===== config.mk =====
export PLATFORM = sky130hd
export DESIGN_NAME = halfband_decimator
export DESIGN_NICKNAME = d
export VERILOG_FILES = /design/src/rtl/halfband_decimator_pkg.sv /design/src/rtl/halfband_dec_sat.sv /design/src/rtl/halfband_decimator.sv
export SDC_FILE = /design/constraint.sdc
export NUM_CORES = 1
export LEC_CHECK = 0
export CAP_MARGIN = 20
export CORE_MARGIN = 2
export CORE_UTILIZATION = 45
export CTS_BUF_LIST = sky130_fd_sc_hd__clkbuf_4 sky130_fd_sc_hd__clkbuf_8 sky130_fd_sc_hd__clkbuf_16
export CTS_CLUSTER_SIZE = 20
export DETAILED_ROUTE_END_ITERATION = 16
export RECOVER_POWER = 50
export SETUP_SLACK_MARGIN = 0.5
export SKIP_CTS_REPAIR_TIMING = 1
export SYNTH_ARGS = -nofsm -noshare
export SYNTH_HDL_FRONTEND = slang
export SYNTH_SLANG_ARGS = --single-unit
export TNS_END_PERCENT = 30

===== constraint.sdc =====
create_clock -name clk -period 16.2 [get_ports clk]
set_input_delay 3.24 -clock clk [delete_from_list [all_inputs] [get_ports clk]]
set_output_delay 3.24 -clock clk [all_outputs]
set_load 0.02 [all_outputs]

===== src/rtl/halfband_decimator_pkg.sv =====
// Shared constants and types for the halfband decimator.
// HB_H1 / HB_H3 are the same 0s18 coefficients used by the transmit interpolator.
package halfband_decimator_pkg;

    // Sample, coefficient and arithmetic widths
    localparam int SAMPLE_W     = 18;  // 1s17
    localparam int COEF_W       = 18;  // 0s18 value, held as signed so H1 can be negative
    localparam int PRE_W        = 19;  // 2s17 pre-add, exact
    localparam int PROD_W       = 37;  // 2s35 product
    localparam int ACC_W        = 38;  // 3s35 accumulator
    localparam int TAPS         = 7;
    localparam int CENTRE_SHIFT = 17;  // aligns d3 (2^-17) with 0.5 at 2^-35 weight
    localparam int OUT_LSB      = 18;  // acc[35:18] is the 1s17 output
    localparam int OUT_MSB      = OUT_LSB + SAMPLE_W - 1;

    // Halfband coefficients (value / 2^18); centre tap 0.5 is a shift, not a constant
    localparam logic signed [COEF_W-1:0] HB_H1 = -18'sd9220;
    localparam logic signed [COEF_W-1:0] HB_H3 = 18'sd74920;

    typedef logic signed [SAMPLE_W-1:0] sample_t;
    typedef logic signed [ACC_W-1:0]    acc_t;

    localparam sample_t SAMPLE_MAX = {1'b0, {(SAMPLE_W-1){1'b1}}};
    localparam sample_t SAMPLE_MIN = {1'b1, {(SAMPLE_W-1){1'b0}}};

    // Sign-extend a 2s35 product into the 3s35 accumulator
    function automatic acc_t ext_prod(input logic signed [PROD_W-1:0] p);
        return {{(ACC_W-PROD_W){p[PROD_W-1]}}, p};
    endfunction

endpackage


===== src/rtl/halfband_dec_sat.sv =====
// 38->18 output stage: floor truncation of the 3s35 accumulator to 1s17.
// Clamping on overflow is built only when HALFBAND_DEC_SAT_EN is defined;
// otherwise the result simply wraps.
module halfband_dec_sat
    import halfband_decimator_pkg::*;
(
    input  logic signed [ACC_W-1:0]    acc,
    output logic signed [SAMPLE_W-1:0] result
);

`ifdef HALFBAND_DEC_SAT_EN
    logic in_range;
    logic unused_acc;

    // Result fits 1s17 only when the three top accumulator bits agree
    assign in_range   = (acc[ACC_W-1:OUT_MSB] == '0) || (acc[ACC_W-1:OUT_MSB] == '1);
    assign unused_acc = ^acc[OUT_LSB-1:0];

    // Clamp toward the accumulator sign when out of range
    always_comb begin
        result = acc[OUT_MSB:OUT_LSB];
        if (!in_range) begin
            result = acc[ACC_W-1] ? SAMPLE_MIN : SAMPLE_MAX;
        end
    end
`else
    logic unused_acc;

    // Plain truncation; overflow wraps
    assign result     = acc[OUT_MSB:OUT_LSB];
    assign unused_acc = ^{acc[ACC_W-1:OUT_MSB+1], acc[OUT_LSB-1:0]};
`endif

endmodule


===== src/rtl/halfband_decimator.sv =====
// Halfband 2:1 decimating FIR, 7 taps with zero odd taps, 1s17 in and out.
// The MAC only matters on output instants: y loads one clk after the sample
// edge that completes each pair. Optional output clamping: HALFBAND_DEC_SAT_EN.
module halfband_decimator
    import halfband_decimator_pkg::*;
(
    input  logic                       clk,
    input  logic                       reset,
    input  logic                       in_en,
    input  logic                       phase_sync,
    input  logic signed [SAMPLE_W-1:0] x_in,
    output logic signed [SAMPLE_W-1:0] y,
    output logic                       y_valid
);

    sample_t d [TAPS];
    logic    ph;
    logic    go;

    logic signed [PRE_W-1:0]    pre_outer;
    logic signed [PRE_W-1:0]    pre_inner;
    logic signed [PROD_W-1:0]   prod_outer;
    logic signed [PROD_W-1:0]   prod_inner;
    acc_t                       centre;
    acc_t                       acc;
    logic signed [SAMPLE_W-1:0] y_next;

    // Delay line, d[0] newest, advances only on accepted samples
    always_ff @(posedge clk or posedge reset) begin
        if (reset) begin
            for (int k = 0; k < TAPS; k++) begin
                d[k] <= '0;
            end
        end else if (in_en) begin
            d[0] <= x_in;
            for (int k = 1; k < TAPS; k++) begin
                d[k] <= d[k-1];
            end
        end
    end

    // Decimation phase and compute request; phase_sync realigns and drops this output
    always_ff @(posedge clk or posedge reset) begin
        if (reset) begin
            ph <= 1'b0;
            go <= 1'b0;
        end else begin
            go <= in_en & ph & ~phase_sync;
            if (phase_sync) begin
                ph <= 1'b0;
            end else if (in_en) begin
                ph <= ~ph;
            end
        end
    end

    // Symmetric pre-adds in 2s17; one bit of growth keeps them exact
    assign pre_outer = {d[0][SAMPLE_W-1], d[0]} + {d[6][SAMPLE_W-1], d[6]};
    assign pre_inner = {d[2][SAMPLE_W-1], d[2]} + {d[4][SAMPLE_W-1], d[4]};

    // Full-precision 2s35 products, operands sign-extended to product width
    assign prod_outer = $signed({{(PROD_W-PRE_W){pre_outer[PRE_W-1]}}, pre_outer})
                      * $signed({{(PROD_W-COEF_W){HB_H1[COEF_W-1]}}, HB_H1});
    assign prod_inner = $signed({{(PROD_W-PRE_W){pre_inner[PRE_W-1]}}, pre_inner})
                      * $signed({{(PROD_W-COEF_W){HB_H3[COEF_W-1]}}, HB_H3});

    // Centre tap 0.5: d3 placed at 2^-35 weight is d3 * 2^17
    assign centre = {{(ACC_W-SAMPLE_W-CENTRE_SHIFT){d[3][SAMPLE_W-1]}}, d[3],
                     {CENTRE_SHIFT{1'b0}}};

    assign acc = ext_prod(prod_outer) + ext_prod(prod_inner) + centre;

    halfband_dec_sat u_sat (
        .acc    (acc),
        .result (y_next)
    );

    // Output register; y samples the delay line as it stood before this edge
    always_ff @(posedge clk or posedge reset) begin
        if (reset) begin
            y       <= '0;
            y_valid <= 1'b0;
        end else begin
            y_valid <= go;
            if (go) begin
                y <= y_next;
            end
        end
    end

endmodule


# == Yosys cells after proc, flatten, opt, wreduce, memory -nomap -nowiden ==
# Cells that the tools add are included.
# totals
ff_bits,147
input_bits,22
output_inout_bits,19
wordCells,24
# op_classes
addsub,4
mul,2
muxes,2
n_bitwise,4
reduce_logical,1
# op_table
op,n
18-bit by 18-bit adder with 19-bit output,2
34-bit by 36-bit adder with 36-bit output,1
36-bit by 35-bit adder with 36-bit output,1
"19-bit by 15-bit multiplier with 33-bit output, second input constant",1
"19-bit by 13-bit multiplier with 32-bit output, second input constant",1
1-bit bitwise AND,2
1-bit 2-to-1 mux,2
1-bit NOT,2
2-bit nonzero test,1

# == Longest topological paths before layout ==
# Gate-level depths: netlist of run 1.
# depth
word_depth,4
depth_mapped,47
depth_no_buf,47

# == Hierarchy ==
# Synthesis of run 1 repeated with hierarchy kept, for this count alone.
# hier_totals
hier_cells,2053
area_unflattened_um2,20498.4
# by_module_without_submodules
module,instances,cells_each,area_each_um2,seq_area_each_um2
halfband_decimator,1,2035,20363.3,3678.5
halfband_dec_sat,1,18,135.1,0.0

# == Worst setup path before layout of run 1 ==
# No wires, ideal clock.
# synth_path
path_kind,register to register
startpoint,register d[1] (netlist bit)
endpoint,register y[17]
setup_ns,0.125
t_arrival_ns,10.447
t_required_ns,16.075
path_slack_ns,5.628
stages_incl_launch_ff,39
n_path_buf,0
period_less_slack_ns,10.572
cell_sequence,dfrtp_1 -> ha_1 -> a21o_1 -> a21oi_1 -> o21bai_1 -> a21oi_1 -> nor2_1 -> o21ai_0 -> a21oi_1 -> o41ai_1 -> o211ai_1 -> a21oi_1 -> xor2_1 -> fa_1 -> inv_1 -> fa_1 -> fa_1 -> fa_1 -> [3 not listed] -> a21oi_1 -> a21boi_0 -> o21ai_0 -> o21ba_2 -> xnor2_1 -> fa_1 -> inv_1 -> ha_1 -> nand4_1 -> inv_1 -> a221o_1 -> a221o_2 -> a41oi_2 -> o21bai_2 -> a21oi_2 -> xnor3_1 -> xor3_1 -> mux2_4
# synth_via
elab_chain_len,4
# synth_lines
item,line,rtl
start: declaration,halfband_decimator.sv:16,sample_t d [TAPS];
start signal: indexed assignment,halfband_decimator.sv:37,d[k] <= d[k-1];
18-bit by 18-bit adder with 19-bit output,halfband_decimator.sv:58,"assign pre_outer = {d[0][SAMPLE_W-1], d[0]} + {d[6][SAMPLE_W-1], d[6]};"
19-bit by 13-bit multiplier with 32-bit output,halfband_decimator.sv:63,"* $signed({{(PROD_W-COEF_W){HB_H1[COEF_W-1]}}, HB_H1});"
34-bit by 36-bit adder with 36-bit output,halfband_decimator.sv:71,assign acc = ext_prod(prod_outer) + ext_prod(prod_inner) + centre;
36-bit by 35-bit adder with 36-bit output,halfband_decimator.sv:71,
end signal: assignment,halfband_decimator.sv:86,y <= y_next;
end: declaration,halfband_decimator.sv:12,"output logic signed [SAMPLE_W-1:0] y,"
# Every way passes these cells.
# A chain may end at the register's enable or synchronous reset.

# == Worst setup path in the final report of run 1 ==
# Ends and elaborated chain as after synthesis.

==> results of run 1 <==
per-stage QoR:
| step | util, % | std cells | instance area (um^2) | hold WS, ns |
|---|---|---|---|---|
| 2_1_floorplan | - | 1849 | 19200 | 0.352 |
| 3_3_place_gp | 48.5 | 2425 | 20400 | 0.469 |
| 3_5_place_dp | 48.5 | 2425 | 20400 | 0.492 |
| 4_1_cts | 49.9 | 2457 | 21000 | 0.506 |
| 5_1_grt | 50.0 | 2458 | 21000 | 0.526 |
| 6_report | 50.0 | 2458 | 21000 | 0.502 |
layout make-up:
type / count / share of cell area, %
inverters: 410 / 7.33
clock inverters: 13 / 0.828
well taps: 539 / 3.21
flip-flops and latches: 147 / 17.5
multi-input cells: 1270 / 66.3
clock buffers: 19 / 2.13
repair buffers: 60 / 2.67
layer usage:
layer	GRT usage, %	wire length (um)
met1	26.0	18600
met2	34.3	20500
met3	1.98	905
met4	4.86	873
met5	0	0
registers in the layout, summed over array words and instances (netlist names):
register and flops:
ph 1, y 18, d 108, go 1
centre 18, y_valid 1
placed cells by master, fill, tap and decap left out, types with 6 or more instances in the layout:
master                            count
sky130_fd_sc_hd__xnor2_1             87
sky130_fd_sc_hd__o21ai_0             61
sky130_fd_sc_hd__nor3_1               9
sky130_fd_sc_hd__fa_1               229
sky130_fd_sc_hd__xor2_1              39
sky130_fd_sc_hd__nor2b_1             16
sky130_fd_sc_hd__and3_1               7
sky130_fd_sc_hd__a21o_1              44
sky130_fd_sc_hd__clkbuf_16           17
sky130_fd_sc_hd__o211ai_1             7
sky130_fd_sc_hd__ha_1               321
sky130_fd_sc_hd__nor2_1              51
sky130_fd_sc_hd__inv_1              409
sky130_fd_sc_hd__o21bai_1            13
sky130_fd_sc_hd__buf_4               18
sky130_fd_sc_hd__nand3_1             15
sky130_fd_sc_hd__clkdlybuf4s50_1     21
sky130_fd_sc_hd__mux2_2             127
sky130_fd_sc_hd__nand2_1             51
sky130_fd_sc_hd__dlygate4sd3_1       18
sky130_fd_sc_hd__a21oi_1             81
sky130_fd_sc_hd__a31oi_1              7
sky130_fd_sc_hd__dfrtp_1            147
sky130_fd_sc_hd__or3_1                6
sky130_fd_sc_hd__o21a_1              11
sky130_fd_sc_hd__nand2b_1            13
cell families (layout without fill, tap and decap cells):
group,count (synthesis),count (layout),share of synthesized area [%]
adders and majority gates,550,550,44.7
buffers and inverters,432,502,8.43
AOI/OAI and AO/OA,271,271,9.19
and+or+nand+nor,187,187,4.67
DFF,147,147,19.1
muxes,133,133,7.77
xor gates and xnor gates,129,129,6.10
worst reg2reg max path: cells and delay by family, from the launching register on:
kind	cells	cell delay, ns
buffers and inverters	3	0.15
AO/OA/AOI/OAI	22	4.80
XOR/XNOR	4	1.50
flip-flops	1	0.38
multiplexers	1	0.26
AND/OR/NAND/NOR	1	0.08
adder cells (fa/ha/maj)	10	4.34
how the worst max path moves through the flow:
stage / startpoint / to
after floorplan: d[1]$_DFFE_PP0P_ / y[17]$_DFFE_PP0P_
after global placement: d[1]$_DFFE_PP0P_ / y[17]$_DFFE_PP0P_
after detailed placement: d[109]$_DFFE_PP0P_ / y[17]$_DFFE_PP0P_
after CTS: d[109]$_DFFE_PP0P_ / y[17]$_DFFE_PP0P_
after global routing: d[109]$_DFFE_PP0P_ / y[17]$_DFFE_PP0P_
final: d[1]$_DFFE_PP0P_ / y[17]$_DFFE_PP0P_
Yosys cell counts (3+ instances only):
library cell	count	share of area (%)
sky130_fd_sc_hd__inv_1	410	8.0
sky130_fd_sc_hd__ha_1	321	21
sky130_fd_sc_hd__fa_1	229	24
sky130_fd_sc_hd__dfrtp_1	147	19
sky130_fd_sc_hd__mux2_2	127	7.4
sky130_fd_sc_hd__xnor2_1	87	4.0
sky130_fd_sc_hd__a21oi_1	81	2.1
sky130_fd_sc_hd__o21ai_0	61	1.6
sky130_fd_sc_hd__nand2_1	51	1.0
sky130_fd_sc_hd__nor2_1	51	1.0
sky130_fd_sc_hd__a21o_1	44	1.7
sky130_fd_sc_hd__xor2_1	39	1.8
sky130_fd_sc_hd__clkbuf_1	21	0.41
sky130_fd_sc_hd__nor2b_1	16	0.52
sky130_fd_sc_hd__nand3_1	15	0.39
sky130_fd_sc_hd__nand2b_1	13	0.42
sky130_fd_sc_hd__o21bai_1	13	0.51
sky130_fd_sc_hd__o21a_1	11	0.43
sky130_fd_sc_hd__nor3_1	9	0.23
sky130_fd_sc_hd__a31oi_1	7	0.23
sky130_fd_sc_hd__and3_1	7	0.23
sky130_fd_sc_hd__o211ai_1	7	0.27
sky130_fd_sc_hd__or3_1	6	0.20
sky130_fd_sc_hd__and2_1	5	0.16
sky130_fd_sc_hd__mux2i_1	5	0.26
sky130_fd_sc_hd__or2_2	5	0.16
sky130_fd_sc_hd__a211oi_1	4	0.16
sky130_fd_sc_hd__o2111ai_1	4	0.18
sky130_fd_sc_hd__a21boi_0	3	0.12
sky130_fd_sc_hd__a21o_2	3	0.14
sky130_fd_sc_hd__nand4_1	3	0.098
sky130_fd_sc_hd__o31ai_1	3	0.12
sky130_fd_sc_hd__o41ai_1	3	0.14
==> results.md, run 1 <==
- Aggregate global routing overflow: 0
- Layout cell share with drive strength beyond 1: a little over a tenth
- Count of port buffers added during placement: 40
- Worst Path Arrival: between 10 and 15 ns
- Largest delay share family, worst path: compound AO/OA/AOI/OAI gates
- Pre-antenna DRT Iters: 4
- Std-Cell Rows: 75
- Worst reg-to-reg path cell count: 41
- Kind of end point of the critical path: flip-flop
- Worst-path cell with the longest stage delay: sky130_fd_sc_hd__o41ai_1
- Outcome: finished, violations left
- Mean routed wirelength per cell: roughly 17 um
- Die width: 211 um
- Total routing usage reported by global routing: 19.6%
- Fraction of registers with async set/reset: between 90% and 100%
- Actual slew at the worst max-slew pin: between 4 and 5 ns
- Max Cap Viol: 3
- Most repeated library cell on the critical path: sky130_fd_sc_hd__fa_1
- Crit share post-route: a little under three quarters
- Reg2reg end: y[17]$_DFFE_PP0P_
- Net Count, Synth: between 2000 and 2500
- Vias: 12619
- Antenna cell count: 0
- Setup TNS after final layout: 0 ns
- Failing checks: max-capacitance violations, max-slew violations
- Synthesized netlist cell count: roughly 1800
- Die outline height: approximately 210 um
- Share of the yosys chip area belonging to registers: 19.1%
- Final Wtd Congestion: between 0.8 and 0.9
- Delay of the slowest critical-path stage: just over 0.8 ns
- Final ANT Viol Nets: 0
- Launch point of the worst hold path: d[95]$_DFFE_PP0P_
- Worst reg-to-reg setup slack: around 4.6 ns
- Maximum number of pins on one net before global-route repair: slightly below 90
- Final wirelength: 40800 um
- Max H-tree Level: 4
- Achievable Freq: ~86 MHz
- Setup violators final: 0
- Clock input transition at the sequential cells of the worst setup and hold paths: about 0.07 ns
- I/O pin cnt: 41
- Worst rel slew slack: -169%
- Final worst path period need: about 12 ns
- Worst R2R Start: d[1]$_DFFE_PP0P_
- Worst Setup Slack post-DPL: roughly 4.6 ns
- Initial standard-cell utilization of the core: around 46%
- P&R area growth vs syn: 9.22%
- Cell at the root of the clock tree: sky130_fd_sc_hd__clkbuf_16
- # nets final: ~2500
- Stages on the worst setup path: 41
- Clock tree from TritonCTS: yes
- Flip-flop cell with the highest count after synthesis: sky130_fd_sc_hd__dfrtp_1
- Worst path bufs/invs: 3
- Hold endpoint: d[77]$_DFFE_PP0P_
- Sequential cell area in the final layout: 3680 um^2
- Max-slew violation count: ~220
- Final setup skew: ~0.011 ns
- Number of sinks on the clock net: 147
- Total of flip-flops plus latches after synthesis: ~150
- Type of element launching the critical path: flip-flop
- Number of antenna violations at the first check in global routing: 0
- Layout filler cell count: 3909
- Kind of path behind the tightest hold check: flip-flop to flip-flop
- # DRC: 0
- Warnings, synthesis: 0
- Vias in the first global route: around 14000
- Area of the core: between 40000 and 50000 um^2
- Netlist area before placement: slightly below 20000 um^2
- Post-detailed-placement half-perimeter wirelength: between 30000 and 40000 um
- Max Buffers Root-to-Sink: 2
- Global-route wire length before repair: ~69000 um
- Number of unique standard cell types used by synthesis: 64
- Post-Synthesis Mean Instance Area: 10.4 um^2
- CP Max Fanout: 5
- Class of the most critical setup path: flip-flop to flip-flop
- Number of enable flip-flop cells after synthesis: 0
- Crit path required time: 16.51 ns
- Worst hold path cell count: 1
- Total die area: roughly 44000 um^2
- Clock latency reported for the late side of the worst-skew pair: between 0.4 and 0.5 ns
- DRC violation total after the first TritonRoute iteration: between 500 and 600
- Multi-input logic area: 13900 um^2
- Worst path setup slack after routing: 4.58 ns
- Number of failing hold endpoints at the final stage: 0
- RSZ-0062 raised after global routing: no
- Ratio of routed vias to standard cells: around 5
- Clock buffers created by TritonCTS: 17
Power of run 1 is left out: the tool's default activity adds up to more than one toggle a clock period on the data nets, which glitch-free logic cannot reach.
==> inputs of run 2 (changes only) <==
clock period = 12.1 ns   (was 16.2 ns; I/O delays follow)
==> run 2 against run 1 <==
The run still ends with max-capacitance violations, max-slew violations left. Worst hold slack worse by 0.011 ns. Worst setup slack worse by 3.6 ns. Fmax up 4.6%. Routed wire length up 1.7%. Cell area up 0.29%.
==> results.md, run 2 (synthesis gave the netlist of run 1 again) <==
- Class of the most critical setup path: flip-flop to flip-flop (unchanged)
- CP Max Fanout: 5 (unchanged)
- Worst Setup Slack post-DPL: 0.651 ns (was 4.65 ns)
- Aggregate global routing overflow: 0 (unchanged)
- Most common library cell in the layout ignoring fill and taps: sky130_fd_sc_hd__inv_1 (unchanged)
- Post-detailed-placement half-perimeter wirelength: 34700 um (was 34500 um)
- Number of sinks on the clock net: 147 (unchanged)
- Outcome: finished, violations left (unchanged)
- Most repeated library cell on the critical path: sky130_fd_sc_hd__fa_1 (unchanged)
- Kind of path behind the tightest hold check: flip-flop to flip-flop (unchanged)
- Count of port buffers added during placement: 40 (unchanged)
- Worst Path Arrival: 11.44 ns (was 11.93 ns)
- Initial standard-cell utilization of the core: 45.8% (unchanged)
- Ratio of routed vias to standard cells: 5.14 (was 5.13)
- Global-route wire length before repair: 69600 um (was 68700 um)
- Most flops, register: d (unchanged)
- Layout filler cell count: 3853 (was 3909)
- Setup TNS after final layout: 0 ns (unchanged)
- Achievable Freq: 90.0 MHz (was 86.1 MHz)
- Setup violators final: 0 (unchanged)
- Grt met2 use: 35.1% (was 34.3%)
- Clock input transition at the sequential cells of the worst setup and hold paths: 0.07 ns (about the same)
- Maximum number of pins on one net before global-route repair: 88 (unchanged)
- Max-slew violation count: 234 (was 223)
- Number of flip-flops under the largest register name: 108 (unchanged)
- Vias: 12666 (was 12619)
- Hold slack final: 0.491 ns (was 0.502 ns)
- Std-Cell Rows: 75 (unchanged)
- Die width: 211 um (unchanged)
- Final Wtd Congestion: 0.858 (was 0.897)
- DRC violation total after the first TritonRoute iteration: 534 (was 564)
- Finished layout cell area: 21100 um^2 (was 21000 um^2)
- Layout cell share with drive strength beyond 1: 11.1% (was 10.5%)
- Pre-antenna DRT Iters: 5 (was 4)
- Failing checks: max-capacitance violations, max-slew violations (unchanged)
- Clock latency reported for the late side of the worst-skew pair: 0.45 ns (was 0.42 ns)
- Final ANT Viol Nets: 0 (unchanged)
- Clock buffers created by TritonCTS: 17 (unchanged)
- Mean routed wirelength per cell: 16.8 um (was 16.6 um)
- Max Buffers Root-to-Sink: 2 (unchanged)
- # nets final: 2486 (was 2478)
- Total die area: 44400 um^2 (unchanged)
- Worst rel slew slack: -189% (was -169%)
- Vias in the first global route: 13549 (was 13738)
- Die outline height: 211 um (unchanged)
- Cell at the root of the clock tree: sky130_fd_sc_hd__clkbuf_16 (unchanged)
- Actual slew at the worst max-slew pin: 4.33 ns (was 4.03 ns)
- Placed Instance Area: 20400 um^2 (about the same)
- Antenna cell count: 0 (unchanged)
- Met1 Use GR: 27.1% (was 26.0%)
- I/O pin cnt: 41 (unchanged)
- Max H-tree Level: 4 (unchanged)
- GR peak layer: met2 (unchanged)
- Final setup skew: 0.0134 ns (was 0.0105 ns)
- Delay of the slowest critical-path stage: 0.62 ns (was 0.81 ns)
- Kind of end point of the critical path: flip-flop (unchanged)
- # DRC: 0 (unchanged)
- Worst path setup slack after routing: 0.991 ns (was 4.58 ns)
- Met3 demand-to-capacity share in global routing: 2.26% (was 1.98%)
- Crit share post-route: 91.8% (was 71.7%)
- Area of the core: 42000 um^2 (unchanged)
- Total routing usage reported by global routing: 20.1% (was 19.6%)
- Number of antenna violations at the first check in global routing: 0 (unchanged)
- Number of failing hold endpoints at the final stage: 0 (unchanged)
- Type of element launching the critical path: flip-flop (unchanged)
- Worst-path cell with the longest stage delay: sky130_fd_sc_hd__fa_1 (was sky130_fd_sc_hd__o41ai_1)
- Max Cap Viol: 3 (unchanged)
- Highest-count cells in the layout ignoring fill and taps: 409 x sky130_fd_sc_hd__inv_1, 321 x sky130_fd_sc_hd__ha_1, 229 x sky130_fd_sc_hd__fa_1, 147 x sky130_fd_sc_hd__dfrtp_1, 127 x sky130_fd_sc_hd__mux2_2 (unchanged)
- Final wirelength: 41500 um (was 40800 um)
- RSZ-0062 raised after global routing: no (unchanged)
- Clock tree from TritonCTS: yes (unchanged)
- P&R area growth vs syn: 9.54% (was 9.22%)
- Final worst path period need: 11.11 ns (was 11.62 ns)
- Crit path required time: 12.43 ns (was 16.51 ns)
run 2: cell types whose count changed in the layout (fill, tap and decap cells not counted), sizes merged:
| cell | before | now |
|---|---|---|
| clkbuf | 21 | 20 |
| inv | 413 | 419 |
| buf | 19 | 26 |
| clkdlybuf4s50 | 21 | 26 |
| dlygate4sd3 | 18 | 13 |
| clkinv | 1 | 2 |
| bufinv | 3 | 2 |
| clkinvlp | 6 | 1 |
run 2: area by class of cell:
cell class	instances	area [um^2]	area share (%)
multi-input cells	1270	14000	66.3
repair buffers	68	597	2.83
inverters	410	1540	7.31
clock buffers	17	425	2.02
clock inverters	14	179	0.849
flip-flops and latches	147	3680	17.5
well taps	539	674	3.20
run 2: through the flow:
step,std cells,utilization [%]
2_1_floorplan,1849,-
3_3_place_gp,2431,48.6
3_5_place_dp,2431,48.6
4_1_cts,2462,50.0
5_1_grt,2465,50.1
6_report,2465,50.1
run 2: layer usage:
layer / part of all wire [%] / routed length, um / vias up
met5: 0 / 0 / -
met4: 1.4 / 587 / 0
met3: 1.8 / 754 / 37
met2: 51 / 21000 / 132
met1: 46 / 19200 / 6354
li1: - / - / 6143
run 2: worst max-delay path, delay by kind of cell, from the launching register on:
family | cells | cell delay, ns
AND/OR/NAND/NOR | 4 | 0.51
XOR/XNOR | 4 | 1.13
flip-flops | 1 | 0.40
multiplexers | 1 | 0.26
AO/OA/AOI/OAI | 17 | 3.63
adder cells (fa/ha/maj) | 10 | 4.56
buffers and inverters | 6 | 0.47
run 2: final timing paths:
path | endpoint | depth (start not counted) | start | slack [ns]
max | y[17]$_DFFE_PP0P_ | 42 | d[109]$_DFFE_PP0P_ | 0.99
min | d[1]$_DFFE_PP0P_ | 2 | d[19]$_DFFE_PP0P_ | 0.49
max reg2reg | y[17]$_DFFE_PP0P_ | 42 | d[109]$_DFFE_PP0P_ | 0.99
min reg2reg | d[1]$_DFFE_PP0P_ | 2 | d[19]$_DFFE_PP0P_ | 0.49
max in group asynchronous | centre[18]$_DFFE_PP0P_ | 3 | reset | 6.49
min in group asynchronous | d[122]$_DFFE_PP0P_ | 2 | reset | 3.54
Power of run 2 is left out for the same reason.
==> inputs of run 3 (changes only) <==
CORE_ASPECT_RATIO = 1.4   (was not set)
==> run 3 against run 2 <==
Critical endpoint unchanged. Largest cell class unchanged. Cell area is 0.13% higher. Cell count rose by 0.32%. Sequential cell count unchanged. The flow still finishes with violations (max-capacitance violations, max-slew violations).
==> results.md, run 3 (synthesis gave the netlist of run 1 again) <==
- Outcome: finished, violations left (unchanged)
- Failing checks: max-capacitance violations, max-slew violations (unchanged)
- Die width: 179 um (was 211 um)
- # DRC: 0 (unchanged)
- Mean routed wirelength per cell: 16.9 um (was 16.8 um)
- Clock input transition at the sequential cells of the worst setup and hold paths: 0.07 ns (about the same)
- Highest-count cells in the layout ignoring fill and taps: 408 x sky130_fd_sc_hd__inv_1, 321 x sky130_fd_sc_hd__ha_1, 229 x sky130_fd_sc_hd__fa_1, 147 x sky130_fd_sc_hd__dfrtp_1, 127 x sky130_fd_sc_hd__mux2_2 (was 409 x sky130_fd_sc_hd__inv_1, 321 x sky130_fd_sc_hd__ha_1, 229 x sky130_fd_sc_hd__fa_1, 147 x sky130_fd_sc_hd__dfrtp_1, 127 x sky130_fd_sc_hd__mux2_2)
- Most common library cell in the layout ignoring fill and taps: sky130_fd_sc_hd__inv_1 (unchanged)
- Max-slew violation count: 165 (was 234)
- Final worst path period need: 11.12 ns (was 11.11 ns)
- Area of the core: 42200 um^2 (was 42000 um^2)
- Max Cap Viol: 3 (unchanged)
- Vias: 12580 (was 12666)
- Global-route wire length before repair: 70000 um (was 69600 um)
- Post-detailed-placement half-perimeter wirelength: 35700 um (was 34700 um)
- Worst reg-to-reg path cell count: 42 (unchanged)
- Final wirelength: 41800 um (was 41500 um)
- Setup TNS after final layout: 0 ns (unchanged)
- Actual slew at the worst max-slew pin: 3.13 ns (was 4.33 ns)
- Number of failing hold endpoints at the final stage: 0 (unchanged)
- Setup violators final: 0 (unchanged)
- Launch point of the worst path: d[1]$_DFFE_PP0P_ (was d[109]$_DFFE_PP0P_)
- Reg2reg end: y[17]$_DFFE_PP0P_ (unchanged)
- Type of element launching the critical path: flip-flop (unchanged)
- Most repeated library cell on the critical path: sky130_fd_sc_hd__fa_1 (unchanged)
- Count of port buffers added during placement: 40 (unchanged)
- Number of flip-flops under the largest register name: 108 (unchanged)
- # nets final: 2486 (unchanged)
- Worst Path Arrival: 11.45 ns (was 11.44 ns)
- Std-Cell Rows: 89 (was 75)
- Worst hold path cell count: 1 (was 2)
- Final setup skew: 0.0103 ns (was 0.0134 ns)
- Achievable Freq: 89.9 MHz (was 90.0 MHz)
- P&R area growth vs syn: 9.68% (was 9.54%)
- Max H-tree Level: 4 (unchanged)
- Delay of the slowest critical-path stage: 0.61 ns (was 0.62 ns)
- Total routing usage reported by global routing: 20.2% (was 20.1%)
- Crit path required time: 12.42 ns (was 12.43 ns)
- Final Wtd Congestion: 0.899 (was 0.858)
- Total die area: 44400 um^2 (about the same)
- Kind of path behind the tightest hold check: flip-flop to flip-flop (unchanged)
- Clock latency reported for the late side of the worst-skew pair: 0.44 ns (was 0.45 ns)
- RSZ-0062 raised after global routing: no (unchanged)
- Worst rel slew slack: -110% (was -189%)
- Class of the most critical setup path: flip-flop to flip-flop (unchanged)
- Layout cell share with drive strength beyond 1: 11.3% (was 11.1%)
- I/O pin cnt: 41 (unchanged)
- Ratio of routed vias to standard cells: 5.09 (was 5.14)
- Clock buffers created by TritonCTS: 17 (unchanged)
- DRC violation total after the first TritonRoute iteration: 521 (was 534)
- Pre-antenna DRT Iters: 7 (was 5)
- Most flops, register: d (unchanged)
- Clock tree from TritonCTS: yes (unchanged)
- Aggregate global routing overflow: 0 (unchanged)
- Final ANT Viol Nets: 0 (unchanged)
- Number of antenna violations at the first check in global routing: 1 (was 0)
- Worst setup path end: y[17]$_DFFE_PP0P_ (unchanged)
- Kind of end point of the critical path: flip-flop (unchanged)
- Crit share post-route: 91.9% (was 91.8%)
- Number of sinks on the clock net: 147 (unchanged)
- Worst reg-to-reg setup slack: 0.98 ns (was 0.99 ns)
- Initial standard-cell utilization of the core: 45.6% (was 45.8%)
- Die outline height: 249 um (was 211 um)
- Worst-path cell with the longest stage delay: sky130_fd_sc_hd__fa_1 (unchanged)
- Vias in the first global route: 13658 (was 13549)
- CP Max Fanout: 9 (was 5)
- Worst R2R Start: d[1]$_DFFE_PP0P_ (was d[109]$_DFFE_PP0P_)
- Layout filler cell count: 3877 (was 3853)
- Max Buffers Root-to-Sink: 2 (unchanged)
- Antenna cell count: 0 (unchanged)
- Cell at the root of the clock tree: sky130_fd_sc_hd__clkbuf_16 (unchanged)
- Maximum number of pins on one net before global-route repair: 92 (was 88)
## run 3: cell count changes in the layout (fill, tap and decap cells not counted), sizes merged, moves of 3 or more
cell           previous run  this run
clkdlybuf4s50            26        38
clkinvlp                  1         6
dlygate4sd3              13         1
inv                     419       416
## run 3: final cells by class
cell class / count / area (um^2) / share of cell area [%]
multi-input combinational: 1270 / 14000 / 66.4
sequential: 147 / 3680 / 17.4
inverter: 410 / 1540 / 7.32
tap: 546 / 683 / 3.24
timing repair buffer: 68 / 613 / 2.91
clock buffer: 18 / 439 / 2.08
clock inverter: 14 / 140 / 0.664
## run 3: worst min-delay path by stage
stage	startpoint	to	slack, ns
final	centre[33]$_DFFE_PP0P_	d[52]$_DFFE_PP0P_	0.50
after global routing	d[19]$_DFFE_PP0P_	d[1]$_DFFE_PP0P_	0.51
after CTS	d[19]$_DFFE_PP0P_	d[1]$_DFFE_PP0P_	0.49
after detailed placement	d[19]$_DFFE_PP0P_	d[1]$_DFFE_PP0P_	0.48
after global placement	centre[18]$_DFFE_PP0P_	d[37]$_DFFE_PP0P_	0.47
after floorplan	go$_DFF_PP0_	y_valid$_DFF_PP0_	0.35
## run 3: worst max-delay path: cells and delay by family, from the launching register on
family                   cells  cell delay, ns
multiplexers                 1            0.26
adder cells (fa/ha/maj)     10            4.46
XOR/XNOR                     4            1.22
AND/OR/NAND/NOR              3            0.44
AO/OA/AOI/OAI               19            3.80
buffers and inverters        5            0.44
flip-flops                   1            0.39
## run 3: metal layers
metal  GRT usage (%)  up-vias  share of wire [%]
li1                -     6144                  -
met1            25.6     6251                 44
met2            36.4      128                 52
met3            1.85       57                1.3
met4            5.83        0                2.7
met5               0        -                  0
## run 3: metrics by stage
step | hold slack (ns) | std cells | worst slack (ns) | instance area (um^2) | util, %
floorplan | 0.352 | 1849 | 1.53 | 19200 | -
global placement | 0.468 | 2438 | 0.804 | 20400 | 48.4
detailed placement | 0.476 | 2438 | 0.626 | 20400 | 48.4
CTS | 0.492 | 2470 | 0.600 | 21000 | 49.8
global route | 0.513 | 2473 | 0.509 | 21100 | 50.0
finish | 0.499 | 2473 | 0.977 | 21100 | 50.0
Power of run 3 is left out for the same reason.
